$ cat src/rtl/accum_seq_ctrl.sv
// Frame accumulator controller: sums NUM_OPS streamed operands through an
// external shared adder (y = a + (sel ? accum : b)) and returns sum + sticky carry.
module accum_seq_ctrl #(
    parameter int unsigned NUM_OPS = 4,
    parameter int unsigned DW      = 4
) (
    input  logic          clk,
    input  logic          rst_n,
    input  logic          start,
    input  logic          abort,
    input  logic          in_valid,
    input  logic [DW-1:0] in_data,
    output logic          in_ready,
    output logic [DW-1:0] data_a,
    output logic [DW-1:0] data_b,
    output logic [DW-1:0] accum,
    output logic          sel,
    input  logic [DW:0]   y_out,
    output logic          out_valid,
    input  logic          out_ready,
    output logic [DW-1:0] out_sum,
    output logic          out_ovf,
    output logic          busy
);

    localparam int unsigned CW = $clog2(NUM_OPS + 1);

    typedef enum logic [1:0] {
        S_IDLE = 2'd0,
        S_RUN  = 2'd1,
        S_DONE = 2'd2
    } state_t;

    state_t        state_q, state_d;
    logic [CW-1:0] cnt_q, cnt_d;
    logic [DW-1:0] b_q, b_d;
    logic [DW-1:0] acc_q, acc_d;
    logic          ovf_q, ovf_d;

    // State and datapath registers
    always_ff @(posedge clk or negedge rst_n) begin
        if (!rst_n) begin
            state_q <= S_IDLE;
            cnt_q   <= '0;
            b_q     <= '0;
            acc_q   <= '0;
            ovf_q   <= 1'b0;
        end else begin
            state_q <= state_d;
            cnt_q   <= cnt_d;
            b_q     <= b_d;
            acc_q   <= acc_d;
            ovf_q   <= ovf_d;
        end
    end

    // Next-state: the first operand is parked in b_q, every later one captures an add
    always_comb begin
        state_d = state_q;
        cnt_d   = cnt_q;
        b_d     = b_q;
        acc_d   = acc_q;
        ovf_d   = ovf_q;
        unique case (state_q)
            S_IDLE: begin
                if (start && !abort) begin
                    state_d = S_RUN;
                    cnt_d   = '0;
                    acc_d   = '0;
                    ovf_d   = 1'b0;
                end
            end
            S_RUN: begin
                if (abort) begin
                    state_d = S_IDLE;
                    cnt_d   = '0;
                    ovf_d   = 1'b0;
                end else if (in_valid) begin
                    if (cnt_q == '0) begin
                        b_d   = in_data;
                        cnt_d = CW'(1);
                    end else begin
                        acc_d = y_out[DW-1:0];
                        ovf_d = ovf_q | y_out[DW];
                        cnt_d = cnt_q + CW'(1);
                        if (cnt_q == CW'(NUM_OPS - 1)) begin
                            state_d = S_DONE;
                        end
                    end
                end
            end
            S_DONE: begin
                if (abort) begin
                    state_d = S_IDLE;
                    cnt_d   = '0;
                    ovf_d   = 1'b0;
                end else if (out_ready) begin
                    state_d = S_IDLE;
                end
            end
            default: begin
                state_d = S_IDLE;
            end
        endcase
    end

    // Outputs: data_a passes in_data straight to the adder only while an add is pending
    always_comb begin
        in_ready  = 1'b0;
        out_valid = 1'b0;
        out_sum   = '0;
        out_ovf   = 1'b0;
        data_a    = '0;
        data_b    = b_q;
        accum     = acc_q;
        sel       = 1'b0;
        busy      = (state_q != S_IDLE);
        unique case (state_q)
            S_RUN: begin
                in_ready = 1'b1;
                if (cnt_q != '0) begin
                    data_a = in_data;
                    sel    = (cnt_q != CW'(1));
                end
            end
            S_DONE: begin
                out_valid = 1'b1;
                out_sum   = acc_q;
                out_ovf   = ovf_q;
            end
            default: begin
            end
        endcase
    end

endmodule

$ cat config.mk
export PLATFORM = sky130hd
export DESIGN_NAME = accum_seq_ctrl
export DESIGN_NICKNAME = d
export VERILOG_FILES = /design/src/rtl/accum_seq_ctrl.sv
export SDC_FILE = /design/constraint.sdc
export NUM_CORES = 1
export LEC_CHECK = 0
export BUFFER_PORTS_ARGS = -buffer_cell sky130_fd_sc_hd__buf_2
export CORE_MARGIN = 1
export CORE_UTILIZATION = 40
export CTS_CLUSTER_DIAMETER = 150
export DETAILED_ROUTE_END_ITERATION = 6
export GPL_TIMING_DRIVEN = 0
export PLACE_DENSITY = 0.81
export SETUP_SLACK_MARGIN = 0.5
export SLEW_MARGIN = 10
export SYNTH_ARGS = -nofsm -noshare
export SYNTH_HDL_FRONTEND = slang
export SYNTH_SLANG_ARGS = --single-unit
$ cat constraint.sdc
create_clock -name clk -period 1.5 [get_ports clk]
set_input_delay 0.375 -clock clk [delete_from_list [all_inputs] [get_ports clk]]
set_output_delay 0.375 -clock clk [all_outputs]
set_load 0.1 [all_outputs]
==> results of run 1 <==
==> synth_stat cells (all sizes together) <==
master,number
nand2b,5
nand3b,1
a31oi,1
or2,1
ha,3
o21a,1
dfrtp,14
nand3,5
or4b,1
a21oi,4
nor3b,1
nand4,1
and3,6
nor2b,2
o211ai,2
o21ai,7
buf,2
and2,5
inv,8
nand2,1
nor2,1
mux2,4
==> metrics by stage <==
step                      cell area (um^2)  utilization  setup slack (ps)  cells  hold slack, ps
after floorplan                        871            -              -310     76            79.4
after detailed placement              1080        0.617              -379    136             288
after global placement                1080        0.617              -355    136             284
after CTS                             1550        0.886              -196    152             324
==> cell families after synthesis <==
kind of cell               after synthesis  synth area share
DFF                                     14             0.465
muxes                                    4            0.0598
and+or+nand+nor                         30             0.243
AOI/OAI and AO/OA                       15             0.130
adders and majority gates                3            0.0498
buffers and inverters                   10            0.0532
==> repair_timing <==
item / 4_1_cts
endpoints found under the setup margin: 35
hold buffers: 1
setup buffers: 11
gates resized for setup: 94
endpoints found under the hold margin: 14
pin swaps: 7
==> results by group, run 1 <==
Run status
  – Status: stopped before the end
  – Fail Step: global routing (5_1_grt)
  – Error msg: [ERROR DPL-0033] detailed placement checks failed during check placement.

Logic synthesis
  – Synth Warn #: 0
  – Sequential area share after synthesis: 0.465
  – Synth area leaders: dfrtp_1 (47%), mux2_1 (6.0%), and3_1 (5.0%)
  – Syn Nets: 94
  – Netlist cell types: 24
  – Syn_area_per_cell: roughly 10 um^2
  – Mapped cell area: 753 um^2
  – Leading area contributor after synthesis: dfrtp_1
  – Post-Syn Instances: 76
  – Top cell type's share of synthesized area: 0.465
  – Synth Register Bits: 14

STA
  – Worst setup endpoint GRT: data_a[3]
  – Worst endpoint type: primary output

Die
  – Starting density of the core: 0.432
  – Die W: 45.4 um
  – Std-Cell Rows: 15
  – I/O pin total: 36
  – Die span in y: 45.4 um

Placement
  – Port bufs: 35
  – Hpwl dp: between 1 and 1.5 mm
  – RePlAce Congestion: 0.759

Clock tree
  – Clk sink count: 14
  – Clock buffer count from CTS: 3
  – Clk root buf: clkbuf_4
  – Deepest clock path buffer count: 2
  – # H-tree levels: 1

Global route
  – Initial antenna violation count: 0
  – Largest net degree at the start of global routing: 15
==> inputs of run 2 (changes only) <==
--- a/config.mk
+++ b/config.mk
@@ -6,13 +6,11 @@
 export NUM_CORES = 1
 export LEC_CHECK = 0
 export BUFFER_PORTS_ARGS = -buffer_cell sky130_fd_sc_hd__buf_2
-export CORE_MARGIN = 1
-export CORE_UTILIZATION = 40
-export CTS_CLUSTER_DIAMETER = 150
+export CORE_AREA = 2 2 63 65
 export DETAILED_ROUTE_END_ITERATION = 6
+export DIE_AREA = 0 0 65 67
 export GPL_TIMING_DRIVEN = 0
-export PLACE_DENSITY = 0.81
-export SETUP_SLACK_MARGIN = 0.5
+export PLACE_DENSITY_LB_ADDON = 0.15
 export SLEW_MARGIN = 10
 export SYNTH_ARGS = -nofsm -noshare
 export SYNTH_HDL_FRONTEND = slang
==> constraint.sdc (replaced) <==
create_clock -name clk -period 2 [get_ports clk]
set_input_delay 0.5 -clock clk [delete_from_list [all_inputs] [get_ports clk]]
set_output_delay 0.5 -clock clk [all_outputs]
set_load 0.1 [all_outputs]
==> results by group, run 2 <==
Run status
  – Status: complete, no violations (was stopped before the end)

Worst setup path
  – CP Max Fanout: 7
  – Crit path DAT: approximately 1400 ps
  – Startpoint Class: flop
  – Worst Path Required: around 1500 ps
  – Worst Setup End Kind: primary output
  – Worst setup path class: reg -> out

Min path
  – Worst hold-check path type: in -> async

Detailed routing
  – Antenna Nets Post-Route: 0
  – DRC viols: 0
  – Avg WL per Cell: 11.1 um
  – Starting DRT DRC Count: 6
  – Via count: 670
  – Routed vias/inst: roughly 4.1
  – Wirelength, routed: ~1.8 mm
  – TritonRoute pass-1 iters: 4

Final layout
  – Nets: 134
  – Most frequent cells in the layout: buf_2 (27), dfrtp_1 (14), inv_1 (7), o21ai_1 (7)
  – Syn-to-layout area delta: 53.8%
  – Share of cells above drive strength 1: 0.496
  – Diodes inserted: 0
  – Most common cell after layout, fill and taps aside: buf_2
  – Fin area: about 1200 um^2
  – Number of fill cells: slightly below 400
  – Area of the multi-input gates: roughly 430 um^2
  – Sequential cell area: between 300 and 400 um^2

STA
  – Unrepaired setup endpoints after global routing: no
  – Hold Fails Final Rpt: 0
  – Final hold slack: 144 ps
  – PnR worst setup slack: 93.9 ps
  – Fmax: 525 MHz
  – Worst Tran Pin Value: a little under 500 ps
  – Worst slew margin: 0.678
  – Final Critical Period: approximately 1900 ps
  – Final Skew: approximately 1.8 ps
  – Max-slew violations: 0
  – Post-route setup TNS: 0 ps
  – Final Setup Violations: 0
  – Period utilization: 0.953

Die
  – Die W: 65 um (was 45.4 um)
  – I/O pin total: 36 (unchanged)
  – Full die area: between 4000 and 5000 um^2
  – Std-Cell Rows: 22 (was 15)
  – Die span in y: 67 um (was 45.4 um)
  – Starting density of the core: 0.209 (was 0.432)
  – Core area: 3610 um^2

Global route
  – Initial antenna violation count: 0
  – First-pass GRT wire length: between 2 and 3 mm
  – Remaining global-route overflow: 0
  – Largest net degree at the start of global routing: 15
  – GRT Util Overall: 0.0905
  – Vias in the first global route: around 640

Clock tree
  – Clock buffer count from CTS: 3 (unchanged)
  – Worst-path clk slew: about 60 ps
  – Postcts setup bufs: 0 (was 11)
  – Clock insertion delay at the later pin of the skew report: roughly 240 ps
  – CTS tree: yes
  – Clk sink count: 14 (unchanged)
  – Clk root buf: clkbuf_8 (was clkbuf_4)
  – # H-tree levels: 1 (unchanged)
  – Post-cts resize count: 12 (was 94)
  – Hold buffers post-CTS: 0 (was 1)
  – Deepest clock path buffer count: 2 (unchanged)

Power and ir drop
  – Static leakage: around 0.57 nW
  – Maximum vdd drop: about 0.45 mV
  – Power Total: ~1.3 mW
  – PwrDens: around 1100 nW/um^2

Logic synthesis
  – Post-synth EDFFs: 0 (unchanged)
  – Synth Register Bits: 14 (unchanged)
  – Synth area leaders: dfrtp_1 (47%), mux2_1 (6.0%), and3_1 (5.0%) (unchanged)
  – Netlist cell types: 24 (unchanged)
  – Commonest register cell after synthesis: dfrtp_1 (unchanged)
  – Syn Nets: 94 (unchanged)
  – Top cell type's share of synthesized area: 0.465 (unchanged)
  – Ys async rst share: 1.00 (unchanged)
  – Post-Syn Instances: 76 (unchanged)
  – Most instantiated cells after synthesis: dfrtp_1 (14), inv_1 (7), o21ai_1 (7), and3_1 (6) (unchanged)
  – Count leader, synth: dfrtp_1 (unchanged)
  – Synth Warn #: 0 (unchanged)
  – Sequential area share after synthesis: 0.465 (unchanged)
  – Mapped cell area: 753 um^2 (unchanged)
  – Leading area contributor after synthesis: dfrtp_1 (unchanged)
  – Syn_area_per_cell: 9.91 um^2 (unchanged)

Placement
  – Port bufs: 35 (unchanged)
  – Cell Area, Placed: 1030 um^2 (was 1080 um^2)
  – Hpwl dp: 1.45 mm (was 1.40 mm)
  – RePlAce Congestion: 0.660 (was 0.759)
  – Post-Place Worst Slack: -31.1 ps (was -379 ps)

Flow run
  – Max cap viols: 0
==> run 2: final cells by class <==
cell class                      instances  area share
Buffer                                  2     0.00864
Clock buffer                            4      0.0475
Inverter                                8      0.0281
Multi-Input combinational cell         52       0.373
Sequential cell                        14       0.302
Tap cell                               48      0.0518
Timing Repair Buffer                   35       0.189
==> run 2: metrics by stage <==
stage | util | std cells
5_1_grt | 0.321 | 163
2_1_floorplan | - | 76
3_5_place_dp | 0.286 | 159
4_1_cts | 0.312 | 163
3_3_place_gp | 0.286 | 159
6_report | 0.321 | 163
==> run 2: cells by family (layout without fill, tap and decap cells) <==
group / after synthesis / count (layout) / share of synthesized area
AOI/OAI and AO/OA: 15 / 15 / 0.130
DFF: 14 / 14 / 0.465
and+or+nand+nor: 30 / 30 / 0.243
buffers and inverters: 10 / 49 / 0.0532
adders and majority gates: 3 / 3 / 0.0498
muxes: 4 / 4 / 0.0598
==> run 2: report_power, final <==
part           switching (mW)  leakage (nW)  internal [mW]
clock                  0.0968        0.0288          0.174
sequential             0.0328         0.184          0.342
combinational           0.533         0.355          0.129
total                   0.663         0.568          0.645
==> run 2: critical path, stage by stage, from the launching register on <==
cell and delay [ps]:
dfrtp_1 470, nor2b_4 220, and2_4 160, clkbuf_4 310
==> run 2: path summary, 6_finish.rpt <==
check / start / end / slack, ps / cells after the start
max in group asynchronous: rst_n / data_b[0]$_DFFE_PN0P_ / 1620 / 1
hold / removal: rst_n / accum[0]$_DFFE_PN0P_ / 140 / 1
hold reg to reg: data_b[3]$_DFFE_PN0P_ / data_b[3]$_DFFE_PN0P_ / 490 / 1
min in group clk: abort / state_q[1]$_DFFE_PN0P_ / 480 / 2
setup reg to reg: state_q[0]$_DFFE_PN0P_ / data_b[2]$_DFFE_PN0P_ / 250 / 4
setup / recovery: state_q[0]$_DFFE_PN0P_ / out_sum[2] / 90 / 3
==> run 2: per-layer routing <==
layer	vias up	wire [um]	global-route usage
li1	340	-	-
met1	312	752	0.0959
met2	18	930	0.157
met3	0	124	0.0422
met4	0	0	0.0319
met5	-	0	0
Note: power is estimated with default switching activity, not from simulation.
==> inputs of run 3 (changes only) <==
--- a/config.mk
+++ b/config.mk
@@ -5,7 +5,7 @@
 export SDC_FILE = /design/constraint.sdc
 export NUM_CORES = 1
 export LEC_CHECK = 0
-export BUFFER_PORTS_ARGS = -buffer_cell sky130_fd_sc_hd__buf_2
+export BUFFER_PORTS_ARGS = -buffer_cell sky130_fd_sc_hd__buf_4
 export CORE_AREA = 2 2 63 65
 export DETAILED_ROUTE_END_ITERATION = 6
 export DIE_AREA = 0 0 65 67
==> constraint.sdc (replaced) <==
create_clock -name clk -period 2.4 [get_ports clk]
set_input_delay 0.6 -clock clk [delete_from_list [all_inputs] [get_ports clk]]
set_output_delay 0.6 -clock clk [all_outputs]
set_load 0.1 [all_outputs]
==> results by group, run 3 (synthesis results as in run 2) <==
STA
  – Unrepaired setup endpoints after global routing: no (unchanged)
  – Final Skew: 0.426 ps (was 1.82 ps)
  – Fmax: roughly 460 MHz
  – Post-route setup TNS: 0 ps (unchanged)
  – Period utilization: 0.915
  – Worst slew margin: 0.706 (was 0.678)
  – Hold Fails Final Rpt: 0 (unchanged)
  – Final hold slack: 198 ps (was 144 ps)
  – Worst Tran Pin Value: 440 ps (was 486 ps)
  – Final Critical Period: 2190 ps
  – Max-slew violations: 0 (unchanged)
  – Final Setup Violations: 0 (unchanged)

Clock tree
  – Postcts setup bufs: 0 (unchanged)
  – CTS tree: yes (unchanged)
  – Clock buffer count from CTS: 3 (unchanged)
  – Worst-path clk slew: 60 ps (about the same)
  – Clk sink count: 14 (unchanged)
  – Clock insertion delay at the later pin of the skew report: 240 ps (about the same)
  – Post-cts resize count: 0 (was 12)
  – Deepest clock path buffer count: 2 (unchanged)
  – Clk root buf: clkbuf_8 (unchanged)
  – Hold buffers post-CTS: 0 (unchanged)
  – # H-tree levels: 1 (unchanged)

Die
  – Starting density of the core: 0.209 (unchanged)
  – Die span in y: 67 um (unchanged)
  – Std-Cell Rows: 22 (unchanged)
  – Die W: 65 um (unchanged)
  – Full die area: 4360 um^2 (unchanged)
  – I/O pin total: 36 (unchanged)
  – Core area: 3610 um^2 (unchanged)

Power and ir drop
  – Static leakage: 0.582 nW (was 0.568 nW)
  – Maximum vdd drop: 0.427 mV (was 0.451 mV)
  – PwrDens: 953 nW/um^2 (was 1130 nW/um^2)

Placement
  – Dpl cells: 159 (unchanged)
  – RePlAce Congestion: 0.678 (was 0.660)
  – Hpwl dp: 1.49 mm (was 1.45 mm)
  – Port bufs: 35 (unchanged)

Worst setup path
  – CP max stage cell: dfrtp_1 (unchanged)
  – Reg2reg end: data_b[0]$_DFFE_PN0P_ (was data_b[2]$_DFFE_PN0P_)
  – R2R cell count: 4 (unchanged)
  – Worst path depth: 5 (was 3)
  – Startpoint Class: flop (unchanged)
  – Critical-path cell list: inv_1, ha_1, nand2b_1, and3_2, buf_4 (was nor2b_4, and2_4, clkbuf_4)
  – Worst Setup End Kind: primary output (unchanged)
  – Crit path capture: data_a[1] (was out_sum[2])
  – Worst path bufs/invs: 2 (was 1)
  – Crit path from: cnt_q[0]$_DFFE_PN0P_ (was state_q[0]$_DFFE_PN0P_)
  – Crit path DAT: 1590 ps (was 1410 ps)
  – CP max stage delay: 350 ps (was 470 ps)
  – Worst setup path class: reg -> out (unchanged)
  – R2R Setup Slk: 720 ps (was 250 ps)
  – CP delay by family, top: simple AND/OR/NAND/NOR gates (was flip-flops)
  – CP Max Fanout: 8 (was 7)
  – Worst Path Required: 1800 ps (was 1500 ps)
  – R2r startpoint: state_q[0]$_DFFE_PN0P_ (unchanged)

Min path
  – Worst hold-check path type: in -> async (unchanged)

Detailed routing
  – Starting DRT DRC Count: 5 (was 6)
  – Routed vias/inst: 4.08 (was 4.11)
  – Antenna Nets Post-Route: 0 (unchanged)
  – Avg WL per Cell: 11.4 um (was 11.1 um)
  – DRC viols: 0 (unchanged)
  – Via count: 665 (was 670)
  – Wirelength, routed: 1.85 mm (was 1.81 mm)
  – TritonRoute pass-1 iters: 4 (unchanged)

Final layout
  – Syn-to-layout area delta: 53.0% (was 53.8%)
  – Sequential cell area: 350 um^2 (unchanged)
  – Share of cells above drive strength 1: 0.470 (was 0.496)
  – Number of fill cells: 379 (was 388)
  – Most frequent cells in the layout: buf_4 (35), dfrtp_1 (14), inv_1 (7), o21ai_1 (7) (was buf_2 (27), dfrtp_1 (14), inv_1 (7), o21ai_1 (7))
  – Core Util, Final: 0.320 (was 0.321)
  – Diodes inserted: 0 (unchanged)
  – Most common cell after layout, fill and taps aside: buf_4 (was buf_2)
  – Area of the multi-input gates: 384 um^2 (was 432 um^2)
  – Fin cells: 163 (unchanged)
  – Nets: 134 (unchanged)

Global route
  – Vias in the first global route: 690 (was 644)
  – GRT Util Overall: 0.101 (was 0.0905)
  – Largest net degree at the start of global routing: 15 (unchanged)
  – Initial antenna violation count: 0 (unchanged)
  – Remaining global-route overflow: 0 (unchanged)
  – First-pass GRT wire length: 3.23 mm (was 2.89 mm)

Flow run
  – Max cap viols: 0 (unchanged)

Run status
  – Status: complete, no violations (unchanged)
-- run 3: cell count changes in the layout (fill, tap and decap cells not counted), sizes merged --
cell / delta
buf: +5
clkbuf: -5
-- run 3: worst register-to-register path, stage by stage (launching register included) --
cell and delay, ps:
dfrtp_1 450, nor3b_1 430, and3_1 210, buf_2 150, mux2_1 320
-- run 3: final cells by class --
class,count,share of cell area
well taps,48,0.0521
clock buffers,4,0.0478
plain buffers,2,0.00869
flip-flops and latches,14,0.304
inverters,8,0.0261
multi-input cells,52,0.333
repair buffers,35,0.228
-- run 3: worst min-delay path by stage --
stage                     slack [ps]  depth (start not counted)                    end  startpoint
final                            200                          1  data_b[1]$_DFFE_PN0P_       rst_n
after global routing             200                          1  data_b[1]$_DFFE_PN0P_       rst_n
after CTS                        200                          1  data_b[1]$_DFFE_PN0P_       rst_n
after detailed placement         470                          1  data_b[1]$_DFFE_PN0P_       rst_n
after global placement           470                          1  data_b[1]$_DFFE_PN0P_       rst_n
after floorplan                  300                          0   accum[0]$_DFFE_PN0P_       rst_n
-- run 3: through the flow --
| stage | instance area [um^2] | power (mW) | setup WS, ps |
|---|---|---|---|
| finish | 1150 | 1.10 | 205 |
| global route | 1150 | 1.16 | 88.9 |
| CTS | 1150 | 1.12 | 167 |
| detailed placement | 1100 | 0.882 | 422 |
| global placement | 1100 | 0.879 | 409 |
| floorplan | 774 | 0.750 | -18.9 |
-- run 3: where the power goes --
group | internal (mW) | total (mW) | leakage, nW | switching (mW)
combinational | 0.122 | 0.560 | 0.369 | 0.438
sequential | 0.285 | 0.310 | 0.184 | 0.0258
clock | 0.145 | 0.228 | 0.0288 | 0.0825
total | 0.552 | 1.10 | 0.582 | 0.546
-- run 3: layer usage --
metal	part of all wire	global-route usage	up-vias
met4	0.015	0.0638	0
met1	0.45	0.117	308
met2	0.49	0.166	14
met5	0	0	-
met3	0.037	0.0253	2
li1	-	-	341
==> inputs of run 4 (changes only) <==
==> constraint.sdc (replaced) <==
create_clock -name clk -period 2.4 [get_ports clk]
set_input_delay 0.6 -clock clk [delete_from_list [all_inputs] [get_ports clk]]
set_output_delay 0.6 -clock clk [all_outputs]
set_load 0.005 [all_outputs]
==> results by group, run 4 (synthesis results as in run 2) <==
Final layout
  – Core Util, Final: 0.310 (was 0.320)
  – Diodes inserted: 0 (unchanged)
  – Most common cell after layout, fill and taps aside: buf_4 (unchanged)
  – Most frequent cells in the layout: buf_4 (35), dfrtp_1 (14), inv_1 (7), o21ai_1 (7), and3_1 (6) (was buf_4 (35), dfrtp_1 (14), inv_1 (7), o21ai_1 (7))
  – Number of fill cells: 387 (was 379)
  – Nets: 134 (unchanged)
  – Share of cells above drive strength 1: 0.377 (was 0.470)
  – Syn-to-layout area delta: 48.3% (was 53.0%)

STA
  – Final Setup Violations: 0 (unchanged)
  – Final Critical Period: 2080 ps (was 2190 ps)
  – Worst slew margin: 0.677 (was 0.706)
  – Final hold slack: 199 ps (was 198 ps)
  – Period utilization: 0.867 (was 0.915)
  – Post-route setup TNS: 0 ps (unchanged)
  – PnR worst setup slack: 319 ps (was 205 ps)
  – Final Skew: 4.04 ps (was 0.426 ps)
  – Fmax: 481 MHz (was 456 MHz)
  – Unrepaired setup endpoints after global routing: no (unchanged)
  – Max-slew violations: 0 (unchanged)
  – Worst Tran Pin Value: 484 ps (was 440 ps)
  – Hold Fails Final Rpt: 0 (unchanged)

Worst setup path
  – Startpoint Class: flop (unchanged)
  – CP max stage delay: 390 ps (was 350 ps)
  – Critical-path cell list: inv_1, ha_1, nand2b_1, and3_1, buf_4 (was inv_1, ha_1, nand2b_1, and3_2, buf_4)
  – CP Max Fanout: 8 (unchanged)
  – Worst Path Required: 1800 ps (about the same)
  – Worst setup path class: reg -> out (unchanged)
  – R2r startpoint: state_q[1]$_DFFE_PN0P_ (was state_q[0]$_DFFE_PN0P_)
  – Crit path from: cnt_q[1]$_DFFE_PN0P_ (was cnt_q[0]$_DFFE_PN0P_)
  – Worst Setup End Kind: primary output (unchanged)
  – Crit path DAT: 1480 ps (was 1590 ps)
  – CP max stage cell: dfrtp_1 (unchanged)

Clock tree
  – Clk root buf: clkbuf_8 (unchanged)
  – Deepest clock path buffer count: 2 (unchanged)
  – # H-tree levels: 1 (unchanged)
  – Clock buffer count from CTS: 3 (unchanged)
  – Postcts setup bufs: 0 (unchanged)
  – Worst-path clk slew: 60 ps (about the same)
  – CTS tree: yes (unchanged)
  – Hold buffers post-CTS: 0 (unchanged)
  – Post-cts resize count: 0 (unchanged)
  – Clk sink count: 14 (unchanged)
  – Clock insertion delay at the later pin of the skew report: 240 ps (about the same)

Die
  – Die W: 65 um (unchanged)
  – Core area: 3610 um^2 (unchanged)
  – Std-Cell Rows: 22 (unchanged)
  – Starting density of the core: 0.209 (unchanged)
  – Full die area: 4360 um^2 (unchanged)
  – I/O pin total: 36 (unchanged)
  – Die span in y: 67 um (unchanged)

Detailed routing
  – DRC viols: 0 (unchanged)
  – Antenna Nets Post-Route: 0 (unchanged)
  – Via count: 669 (was 665)
  – Wirelength, routed: 1.86 mm (was 1.85 mm)
  – Starting DRT DRC Count: 34 (was 5)
  – Routed vias/inst: 4.13 (was 4.08)
  – TritonRoute pass-1 iters: 4 (unchanged)
  – Avg WL per Cell: 11.5 um (was 11.4 um)

Global route
  – Remaining global-route overflow: 0 (unchanged)
  – Vias in the first global route: 679 (was 690)
  – Largest net degree at the start of global routing: 15 (unchanged)
  – First-pass GRT wire length: 3.04 mm (was 3.23 mm)
  – Initial antenna violation count: 0 (unchanged)
  – GRT Util Overall: 0.0927 (was 0.101)

Placement
  – Port bufs: 35 (unchanged)
  – RePlAce Congestion: 0.758 (was 0.678)
  – Post-Place Worst Slack: 416 ps (was 422 ps)
  – Hpwl dp: 1.49 mm (about the same)

Power and ir drop
  – Static leakage: 0.573 nW (was 0.582 nW)
  – Maximum vdd drop: 0.132 mV (was 0.427 mV)
  – PwrDens: 628 nW/um^2 (was 953 nW/um^2)

Run status
  – Status: complete, no violations (unchanged)

Flow run
  – Max cap viols: 0 (unchanged)

Min path
  – Worst hold-check path type: in -> async (unchanged)
-- run 4: worst max-delay path: cells and delay by family, from the launching register on --
family | cells | cell delay (ps)
flops | 1 | 390
buf+inv | 2 | 230
simple gates | 2 | 440
fa+ha+maj | 1 | 180
-- run 4: routing by layer --
| layer | vias up | routed length (um) | track usage |
|---|---|---|---|
| li1 | 342 | - | - |
| met1 | 309 | 846 | 0.113 |
| met2 | 16 | 887 | 0.146 |
| met3 | 2 | 102 | 0.0203 |
| met4 | 0 | 27 | 0.0638 |
| met5 | - | 0 | 0 |
-- run 4: layout make-up --
cell class	count	area [um^2]	area share
Multi-Input combinational cell	52	363	0.325
Sequential cell	14	350	0.314
Timing Repair Buffer	35	263	0.235
Tap cell	48	60.1	0.0538
Clock buffer	3	41.3	0.0370
Inverter	8	30.0	0.0269
Buffer	2	10.0	0.00896
-- run 4: path summary, 6_finish.rpt --
check / depth (start not counted) / slack, ps / end
setup / recovery: 5 / 320 / data_a[3]
hold / removal: 1 / 200 / data_b[3]$_DFFE_PN0P_
setup reg to reg: 4 / 710 / data_b[3]$_DFFE_PN0P_
hold reg to reg: 1 / 490 / data_b[3]$_DFFE_PN0P_
max in group asynchronous: 1 / 2020 / state_q[1]$_DFFE_PN0P_
min in group clk: 1 / 490 / data_b[3]$_DFFE_PN0P_
-- run 4: where the power goes --
| group | leakage (nW) | internal [mW] | switching [mW] | total, mW |
|---|---|---|---|---|
| logic | 0.367 | 0.116 | 0.0904 | 0.206 |
| registers | 0.184 | 0.285 | 0.0252 | 0.310 |
| clock network | 0.0216 | 0.111 | 0.0748 | 0.185 |
| total | 0.573 | 0.511 | 0.190 | 0.702 |
-- run 4: stage by stage --
step / std cells / power, mW / instance area (um^2)
after CTS: 162 / 0.716 / 1120
after global routing: 162 / 0.754 / 1120
after floorplan: 76 / 0.404 / 753
after global placement: 159 / 0.521 / 1080
final: 162 / 0.702 / 1120
after detailed placement: 159 / 0.525 / 1080
